`src/rtl/tjrpu_wb_arbiter.sv`:
```
// tjrpu_wb_arbiter: round-robin two-master Wishbone arbiter holding the grant for a whole cyc.
// Define ARB_TIMEOUT_EN to abort stalled transfers with a one-cycle bus error after TIMEOUT waits.
module tjrpu_wb_arbiter #(
  parameter int AW = 32,
  parameter int TIMEOUT = 255
) (
  input  logic          wb_clk_i,
  input  logic          wb_rst_ni,
  input  logic          m0_cyc_i,
  input  logic          m0_stb_i,
  input  logic          m0_we_i,
  input  logic [3:0]    m0_sel_i,
  input  logic [AW-1:0] m0_adr_i,
  input  logic [31:0]   m0_dat_i,
  output logic [31:0]   m0_dat_o,
  output logic          m0_ack_o,
  output logic          m0_err_o,
  input  logic          m1_cyc_i,
  input  logic          m1_stb_i,
  input  logic          m1_we_i,
  input  logic [3:0]    m1_sel_i,
  input  logic [AW-1:0] m1_adr_i,
  input  logic [31:0]   m1_dat_i,
  output logic [31:0]   m1_dat_o,
  output logic          m1_ack_o,
  output logic          m1_err_o,
  output logic          s_cyc_o,
  output logic          s_stb_o,
  output logic          s_we_o,
  output logic [3:0]    s_sel_o,
  output logic [AW-1:0] s_adr_o,
  output logic [31:0]   s_dat_o,
  input  logic [31:0]   s_dat_i,
  input  logic          s_ack_i
);
  typedef enum logic [1:0] {IDLE, GNT0, GNT1} state_t;
  state_t state, state_nx;
  logic last, g0, g1, stb_sel, err;
  assign g0 = state == GNT0;
  assign g1 = state == GNT1;
  always_ff @(posedge wb_clk_i or negedge wb_rst_ni)
    if (!wb_rst_ni) begin
      state <= IDLE;
      last  <= 1'b1;
    end else begin
      state <= state_nx;
      if (state == IDLE && state_nx != IDLE) last <= state_nx == GNT1;
    end
  // on a tie the master that was not granted last time wins
  always_comb begin
    state_nx = state;
    if (state == IDLE)
      state_nx = (m0_cyc_i && (!m1_cyc_i || last)) ? GNT0 : m1_cyc_i ? GNT1 : IDLE;
    else if (g0 ? !m0_cyc_i : !m1_cyc_i)
      state_nx = IDLE;
  end
  assign stb_sel  = g0 ? m0_stb_i : g1 ? m1_stb_i : 1'b0;
  assign s_cyc_o  = g0 ? m0_cyc_i : g1 ? m1_cyc_i : 1'b0;
  assign s_stb_o  = stb_sel & ~err;
  assign s_we_o   = g0 ? m0_we_i  : g1 ? m1_we_i  : 1'b0;
  assign s_sel_o  = g0 ? m0_sel_i : g1 ? m1_sel_i : '0;
  assign s_adr_o  = g0 ? m0_adr_i : g1 ? m1_adr_i : '0;
  assign s_dat_o  = g0 ? m0_dat_i : g1 ? m1_dat_i : '0;
  assign m0_ack_o = g0 & s_ack_i;
  assign m1_ack_o = g1 & s_ack_i;
  assign m0_err_o = g0 & err;
  assign m1_err_o = g1 & err;
  assign m0_dat_o = s_dat_i;
  assign m1_dat_o = s_dat_i;
`ifdef ARB_TIMEOUT_EN
  localparam int CW = $clog2(TIMEOUT + 1);
  logic [CW-1:0] cnt;
  // an ack at the terminal count wins over the error
  assign err = stb_sel && !s_ack_i && cnt == CW'(TIMEOUT);
  always_ff @(posedge wb_clk_i or negedge wb_rst_ni)
    if (!wb_rst_ni) cnt <= '0;
    else cnt <= (state == IDLE || s_ack_i || err) ? '0 : s_stb_o ? cnt + 1'b1 : cnt;
`else
  assign err = 1'b0;
`endif
endmodule

```
`config.mk`:
```
export PLATFORM = sky130hd
export DESIGN_NAME = tjrpu_wb_arbiter
export DESIGN_NICKNAME = d
export VERILOG_FILES = /design/src/rtl/tjrpu_wb_arbiter.sv
export SDC_FILE = /design/constraint.sdc
export NUM_CORES = 1
export LEC_CHECK = 0
export BUFFER_PORTS_ARGS = -buffer_cell sky130_fd_sc_hd__buf_4
export CORE_AREA = 4 4 122 124
export CTS_CLUSTER_DIAMETER = 30
export CTS_CLUSTER_SIZE = 20
export DETAILED_ROUTE_END_ITERATION = 10
export DIE_AREA = 0 0 126 128
export GPL_ROUTABILITY_DRIVEN = 0
export GPL_TIMING_DRIVEN = 0
export PLACE_DENSITY_LB_ADDON = 0.25
export SLEW_MARGIN = 20
export SYNTH_ARGS = -nofsm -noshare
export SYNTH_HDL_FRONTEND = slang
export SYNTH_SLANG_ARGS = --single-unit
```
`constraint.sdc`:
```
create_clock -name wb_clk_i -period 1 [get_ports wb_clk_i]
set_input_delay 0.1 -clock wb_clk_i [delete_from_list [all_inputs] [get_ports wb_clk_i]]
set_output_delay 0.1 -clock wb_clk_i [all_outputs]
set_load 0.02 [all_outputs]
```
==> summary.md <==
| Metric | Value |
|---|---|
| Worst r2r src | state[0]$_DFF_PN0_ |
| Post-synth EDFFs | 0 |
| Critical path capture point type | output pin |
| Post-synth top flop | dfrtp_1 |
| Fillers | 1452 |
| Synth top area share | 0.4262 |
| Power per Cell Area | 1826 mW/mm² |
| Finished Cell Area | 0.004488 mm² |
| RSZ-0062 raised after global routing | true |
| Worst-path cell chain | nor2b_4, buf_12, buf_8, a22o_4, buf_6 |
| Initial antenna violation count | 0 |
| Worst Skew | 0.0005343 ns |
| Tcrit/Tclk final | 1.569 |
| CP arrival | 1.47 ns |
| Total congestion overflow | 0 |
| DRC marker count from the first detailed-route iteration | 31 |
| Clock root cell | clkbuf_16 |
| Pre-CTS WS | -0.4083 ns |
| Final wirelength | 9352 µm |
| Antenna diodes | 0 |
| Port Buffers | 281 |
| Final WS setup | -0.5687 ns |
| All-layer global routing usage | 0.09772 |
| CTS clk-pin slew, worst paths | 0.03 ns |
| VDD IR max | 1.077 mV |
| H-Tree Depth | 1 |
| DR vias | 2400 |
| WP data required | 0.90 ns |
| Most frequent cell after synthesis | a22o_1 |
| Post-DP Area | 0.003889 mm² |
| Largest fanout on the critical path | 10 |
| Mapped Area | 0.001459 mm² |
| Area added between synthesis and finish | 207.6% |
| R2R setup slack | -0.30 ns |
| First-pass iteration count of the detailed router | 4 |
| Die Ht | 128 µm |
| FF+latch area | 77.57 µm² |
| Via/cell ratio | 3.709 |
| Tot Pwr | 8.197 mW |
| Syn_area_per_cell | 8.582 µm² |
| Final setup violation count | 76 |
| Failing checks | setup timing |
| DRC | 0 |
| Most frequent cells after synthesis | a22o_1 (71), buf_4 (67), buf_6 (15) |
| Initial Utilization | 0.1059 |
| Wire per inst | 14.45 µm |
| Min Tclk post-route | 1.569 ns |
| Synth warn | 0 |
| Footprint of the multi-input gates | 845.8 µm² |
| WP buf/inv | 3 |
| Register bit total from synthesis | 3 |
| Row cnt | 43 |
| Worst Hold Class | input port to register |
| Nets | 645 |
| Synth area leaders | a22o_1 (43%), buf_4 (34%), buf_6 (12%), dfrtp_1 (3.4%), dfstp_2 (1.8%) |
| CTS tree | built |
| Vias in the first global route | 2528 |
| CTS buffer count | 3 |
| Post-route antenna net violation count | 0 |
| CP startpoint kind | register |
| CP peak stage delay | 0.42 ns |
| Crit Path Category | register to output pin |
| Pins over their slew limit | 0 |
| Critical Path Sink | s_dat_o[25] |
| Die width | 126 µm |
| Worst r2r dst | last$_DFFE_PN1P_ |
| Clk sinks | 3 |
| Worst Reg-to-Reg Cells | 4 |
| WP depth | 5 |
| Max Cap Viol | 0 |
| Leakage | 2.393 nW |
| Largest net degree at the start of global routing | 11 |
| First-pass GRT wire length | 12970 µm |
| Slowest cell on the critical path | dfrtp_1 |
| HPWL after DPL | 7819 µm |
| Syn Inst Count | 170 |
| Deepest clock path buffer count | 2 |
| Post-synthesis sequential area ratio | 0.05232 |
| Ys async rst share | 1.000 |
| Core area | 0.01377 mm² |
| Worst skew pair latency | 0.22 ns |
| Hold Violations, Final | 0 |
| Status | finished, violations left |
| Fraction of layout cells with a size suffix above 1 | 0.8501 |
| Largest area contributor in the netlist | a22o_1 |
| IO Count | 316 |
| Post-Route Utilization | 0.3259 |
| Crit path launch | state[0]$_DFF_PN0_ |
| Fmax | 637.5 MHz |
| Die ar. | 0.01613 mm² |
| Synth unique cells | 17 |
| Worst path top cell family by delay | flip-flops |
-- layout make-up --
type	instances	share of cell area
plain buffers	82	0.1628
clock buffers	4	0.01756
multi-input cells	86	0.1885
flip-flops and latches	3	0.01728
well taps	180	0.05018
repair buffers	292	0.5637
-- worst min path at each step --
stage	from	end	cells past startpoint
6_report	m1_cyc_i	state[1]$_DFF_PN0_	2
5_1_grt	m1_cyc_i	state[1]$_DFF_PN0_	2
3_5_place_dp	wb_rst_ni	state[1]$_DFF_PN0_	1
2_1_floorplan	wb_rst_ni	state[0]$_DFF_PN0_	0
4_1_cts	m1_cyc_i	state[1]$_DFF_PN0_	2
3_3_place_gp	wb_rst_ni	state[1]$_DFF_PN0_	1
-- sequential cells by signal, summed over array words and instances (netlist names) --
name,flops
state,2
last,1
-- routing by layer --
layer,up-vias,global-route usage,routed length (µm)
li1,1175,-,-
met1,1082,0.1015,3058
met2,141,0.2009,5314
met3,2,0.02583,948
met4,0,0.008833,30
met5,-,0,0
-- repair_timing --
action,CTS,global route
endpoints found under the hold margin,3,0
buffers inserted,5,1
hold buffers,1,0
pin swaps,5,37
gates resized for setup,48,62
endpoints found under the setup margin,74,75
gates cloned,0,4
-- cell families after synthesis --
kind of cell,after synthesis,share of synthesized area
other,1,0.002570
buffers and inverters,82,0.4605
AOI/OAI and AO/OA,75,0.4451
and+or+nand+nor,9,0.03945
DFF,3,0.05232
-- report_power, final --
part           total (mW)  internal (mW)  switching [mW]  leakage, nW
registers           0.250          0.186          0.0643       0.0339
clock network       0.626          0.525           0.100       0.0382
logic                7.32           4.04            3.28         2.32
-- per-stage QoR --
stage	hold WS, ns	setup TNS, ns	instances
4_1_cts	0.1331	-39.30	642
6_report	0.1393	-39.85	647
2_1_floorplan	-0.1956	-14.89	171
3_3_place_gp	-0.1118	-25.55	632
3_5_place_dp	-0.1087	-27.54	632
5_1_grt	0.1629	-42.96	647
-- cell usage in the layout, fill, tap and decap left out, drive strengths merged --
cell type	netlist	final
clkbuf	0	6
a211oi	1	1
and2	2	2
conb	1	2
a21o	1	1
or3b	1	1
a22o	71	71
dfrtp	2	2
o21a	1	1
dlygate4sd3	0	1
nor4b	1	1
nor2b	2	2
buf	82	371
a21oi	1	1
dfstp	1	1
nor3b	1	1
nand2	1	1
nor2	1	1
Power figures use the tool's default switching activity.
